[src/rtl/fsqrt_table_loader.sv]
// Streams a packed byte image into the fsqrt coefficient RAM: 5 bytes per 36-bit word,
// followed by one XOR checksum byte that is verified before reporting done.
module fsqrt_table_loader #(
  parameter int DEPTH  = 1024,
  parameter int ADDR_W = 10,
  parameter int DATA_W = 36
) (
  input  logic              sys_clk,
  input  logic              rst,
  input  logic              start,
  input  logic              in_valid,
  input  logic [7:0]        in_data,
  output logic              in_ready,
  output logic              wr_en,
  output logic [ADDR_W-1:0] wr_addr,
  output logic [DATA_W-1:0] wr_data,
  output logic              busy,
  output logic              done,
  output logic              chk_err
);

  typedef enum logic [1:0] {IDLE, LOAD, CHECK, DONE} state_t;

  state_t              state, state_nxt;
  logic [2:0]          byte_cnt;
  logic [ADDR_W-1:0]   word_idx;
  logic [DATA_W-9:0]   asm_q;
  logic [7:0]          xsum;
  logic                accept, word_end, last_word, load_go;
  logic [DATA_W-1:0]   word_nxt;

  assign in_ready  = (state == LOAD) || (state == CHECK);
  assign busy      = in_ready;
  assign done      = (state == DONE);
  assign accept    = in_valid && in_ready;
  assign load_go   = start && ((state == IDLE) || (state == DONE));
  assign word_end  = (state == LOAD) && accept && (byte_cnt == 3'd4);
  assign last_word = (word_idx == ADDR_W'(DEPTH - 1));
  // Shifting whole bytes through a DATA_W window drops byte0's high nibble for free.
  assign word_nxt  = {asm_q, in_data};

  always_ff @(posedge sys_clk) begin
    if (rst) state <= IDLE;
    else     state <= state_nxt;
  end

  always_comb begin
    state_nxt = state;
    case (state)
      IDLE, DONE: if (start)                  state_nxt = LOAD;
      LOAD:       if (word_end && last_word)  state_nxt = CHECK;
      CHECK:      if (accept)                 state_nxt = DONE;
      default:                                state_nxt = IDLE;
    endcase
  end

  always_ff @(posedge sys_clk) begin
    if (rst) begin
      byte_cnt <= '0;
      word_idx <= '0;
      asm_q    <= '0;
      xsum     <= '0;
      wr_en    <= 1'b0;
      wr_addr  <= '0;
      wr_data  <= '0;
      chk_err  <= 1'b0;
    end else begin
      wr_en <= 1'b0;
      if (load_go) begin
        byte_cnt <= '0;
        word_idx <= '0;
        asm_q    <= '0;
        xsum     <= '0;
        chk_err  <= 1'b0;
      end
      if ((state == LOAD) && accept) begin
        xsum     <= xsum ^ in_data;
        asm_q    <= word_nxt[DATA_W-9:0];
        byte_cnt <= (byte_cnt == 3'd4) ? 3'd0 : byte_cnt + 3'd1;
      end
      if (word_end) begin
        wr_en    <= 1'b1;
        wr_addr  <= word_idx;
        wr_data  <= word_nxt;
        word_idx <= word_idx + ADDR_W'(1);
      end
      if ((state == CHECK) && accept)
        chk_err <= (in_data != xsum);
    end
  end

endmodule
[config.mk]
export PLATFORM = sky130hd
export DESIGN_NAME = fsqrt_table_loader
export DESIGN_NICKNAME = d
export VERILOG_FILES = /design/src/rtl/fsqrt_table_loader.sv
export SDC_FILE = /design/constraint.sdc
export NUM_CORES = 1
export LEC_CHECK = 0
export CAP_MARGIN = 5
export CORE_MARGIN = 4
export CORE_UTILIZATION = 48
export CTS_CLUSTER_DIAMETER = 120
export DETAILED_ROUTE_END_ITERATION = 8
export GPL_TIMING_DRIVEN = 1
export MAX_ROUTING_LAYER = met4
export PLACE_DENSITY_LB_ADDON = 0.3
export SLEW_MARGIN = 5
export SYNTH_ARGS = -nofsm -noshare
export SYNTH_HDL_FRONTEND = slang
export SYNTH_SLANG_ARGS = --single-unit
export TNS_END_PERCENT = 5
[constraint.sdc]
create_clock -name sys_clk -period 2.19 [get_ports sys_clk]
set_clock_uncertainty 0.2 [all_clocks]
set_input_delay 0.5475 -clock sys_clk [delete_from_list [all_inputs] [get_ports sys_clk]]
set_output_delay 0.5475 -clock sys_clk [all_outputs]
set_load 0.05 [all_outputs]
==> impl_metrics.csv <==
group,metric,value,unit
outcome,status,"completed",
detailed_routing,routed-via-count,3563,
final_layout,layout-drive-gt1-share,20.8,%
detailed_routing,drtAntennaViolNets,0,
detailed_routing,dr.pass1.iters,5,
sta,rsz0062_at_grt,"true",
setup_path,critPathKind,"reg2reg",
final_layout,diodes,0,
synth,synth_edf_count,0,
setup_path,required,2.23,ns
synth,async_flop_share,0,%
place,dpl.hpwl,6240,um
place,post-place-ws,-0.265,ns
synth,yosys_warnings,0,
place,gp_congestion,0.824,
flow_run,maxCapViolCount,0,
clock_tree,cts_tree,"done",
final_layout,n_fill_cell,685,
final_layout,seq_area,1980,um^2
detailed_routing,routedWlPerCell,13.7,um
detailed_routing,route.detailed.drc,0,
detailed_routing,via_per_inst,5.32,
final_layout,syn_to_final_growth,28.2,%
clock_tree,cts_made_buffers,9,
global_routing,grt_max_degree,52,
clock_tree,cts_sinks,99,
setup_path,worstSetupEndpointType,"flop",
global_routing,grt_usage,19.8,%
floorplan,die_h,98.4,um
synth,ys_ff_latch,99,
sta,setup_viol,0,
clock_tree,cts_root_buffer,"clkbuf_8",
clock_tree,insertion_delay,0.36,ns
synth,synthesis.area,3920,um^2
sta,slew_headroom,69.2,%
setup_path,startpoint_type,"flop",
sta,fin_crit_sh,96.2,%
global_routing,grt_pass1_vias,3341,
synth,synth_cell_types,41,
floorplan,start_util,50.0,%
sta,setup_ws,0.0828,ns
setup_path,crit_arrival,2.15,ns
pwr,p_leak,1.87,nW
sta,min_period,2.11,ns
final_layout,stdcell_area,5030,um^2
global_routing,overflow,0,
synth,yosysSeqAreaShare,50.5,%
global_routing,antenna_found_initial,0,
floorplan,core_area,7850,um^2
floorplan,die_width,98.4,um
final_layout,multi_input_area,1790,um^2
global_routing,grt_pass1_wl,15400,um
sta,fmax,0.475,GHz
detailed_routing,finalWirelength,9160,um
sta,hold_ws,0.257,ns
synth,synth_ff_type,"dfxtp_1",
clock_tree,htree_num_levels,3,
pwr,total_power,4.14,mW
detailed_routing,drt_iter0_markers,182,
final_layout,nNetsFinal,582,
sta,finalHoldViolations,0,
hold_path,hp-class,"reg2reg",
setup_path,critPathMaxFanout,5,
place,place_inst,654,
floorplan,ios,63,
clock_tree,cts_buffer_depth,2,
sta,tightest_slew,0.460,ns
place,dpl_cell_area,4770,um^2
clock_tree,path_clk_slew,0.09,ns
place,port_buffers,62,
clock_tree,cts_hold_buf,0,
final_layout,final_cells,670,
synth,syn_area_per_cell,8.04,um^2
floorplan,die_area,9680,um^2
pwr,cellPowerDensity,824,nW/um^2
sta,finalMaxSlewViolations,0,
floorplan,rows,32,
synth,syn_nets,507,
pwr,peakVddDrop,0.392,mV
synth,synthCells,488,
==> critical path, stage by stage, from the launching register on <==
cell and delay [ns]:
dfxtp_1 0.34, inv_1 0.06, ha_2 0.32, nand3b_4 0.20, o41ai_2 0.40, o211ai_1 0.15
mux2_1 0.33
==> cells in the final DEF (no fill, tap or decap), types with 2 or more instances in the layout <==
cell type        count
o21ai_0             11
mux2_1               2
nand4_1              2
nand4b_1             2
a211oi_1             3
clkdlybuf4s50_1     10
inv_1                5
or2_1                4
buf_4               79
buf_12               8
nor2_1              17
clkbuf_8             9
dfxtp_1             99
a31o_2               2
a31oi_1              3
nand2_1            129
a21oi_1             94
xor2_1               6
xnor2_1              2
nor3_1               5
nand3_1             37
or2_2                4
ha_1                 6
bufinv_16            3
==> cells in the mapped netlist (2+ instances only) <==
cell / n / area, um^2
nand2_1: 129 / 484
dfxtp_1: 99 / 1980
a21oi_1: 94 / 470
nand3_1: 37 / 185
clkbuf_1: 23 / 86.3
nor2_1: 18 / 67.6
o21ai_0: 11 / 55.1
buf_2: 7 / 35.0
ha_1: 7 / 87.6
inv_1: 6 / 22.5
xor2_1: 6 / 52.6
nor3_1: 5 / 25.0
or2_1: 4 / 25.0
or2_2: 4 / 25.0
a211oi_1: 3 / 22.5
a31oi_1: 3 / 18.8
a31o_2: 2 / 17.5
buf_1: 2 / 7.51
buf_4: 2 / 15.0
mux2_1: 2 / 22.5
nand4_1: 2 / 12.5
nand4b_1: 2 / 17.5
xnor2_1: 2 / 17.5
==> report_power, final <==
| part | switching [mW] | internal (mW) | total [mW] |
|---|---|---|---|
| Combinational | 0.507 | 0.353 | 0.859 |
| Clock | 0.638 | 0.773 | 1.41 |
| Sequential | 0.0308 | 1.84 | 1.87 |
==> layout make-up <==
| class | instances | area share, % |
|---|---|---|
| Timing Repair Buffer | 98 | 17.1 |
| Tap cell | 102 | 2.54 |
| Sequential cell | 99 | 39.4 |
| Multi-Input combinational cell | 349 | 35.6 |
| Clock buffer | 10 | 2.54 |
| Inverter | 6 | 0.448 |
| Clock inverter | 6 | 2.36 |
==> path summary, 6_finish.rpt <==
check / from / end / slack (ns) / cells after the start
min reg2reg: wr_data[28] / wr_data[28] / 0.26 / 2
max: state[0] / state[0] / 0.08 / 6
max reg2reg: state[0] / state[0] / 0.08 / 6
min: wr_data[28] / wr_data[28] / 0.26 / 2
==> state kept, by name, indices dropped and copies added, names as in the netlist, 2 cells and up <==
register,count
wr_data,36
asm_q,28
word_idx,10
wr_addr,10
xsum,8
byte_cnt,3
state,2
==> through the flow <==
stage,utilization (%),TNS [ns]
after floorplan,-,0
after global placement,60.8,-6.83
after detailed placement,60.8,-9.94
after CTS,63.9,0
after global routing,64.1,-0.0448
final,64.1,0
==> logic make-up after synthesis <==
group	count (synthesis)	synth area share, %
buffers and inverters	40	4.24
flip-flops	99	50.5
multiplexers	3	0.861
XOR/XNOR	8	1.79
adder cells (fa/ha/maj)	7	2.23
AO/OA/AOI/OAI	117	16.0
AND/OR/NAND/NOR	214	24.4
==> timing repair <==
action                                  4_1_cts  5_1_grt
pin swaps                                     0        1
endpoints found under the setup margin        2       40
resized for setup                             1        3
cloned                                        0        0
setup buffers                                 0        0
==> layer usage <==
layer / wire, um / GRT usage (%) / up-vias
li1: - / - / 1795
met1: 4180 / 25.0 / 1659
met2: 4330 / 31.4 / 93
met3: 466 / 3.43 / 16
met4: 190 / 8.09 / 0
met5: 0 / - / -
Power figures use the tool's default switching activity.
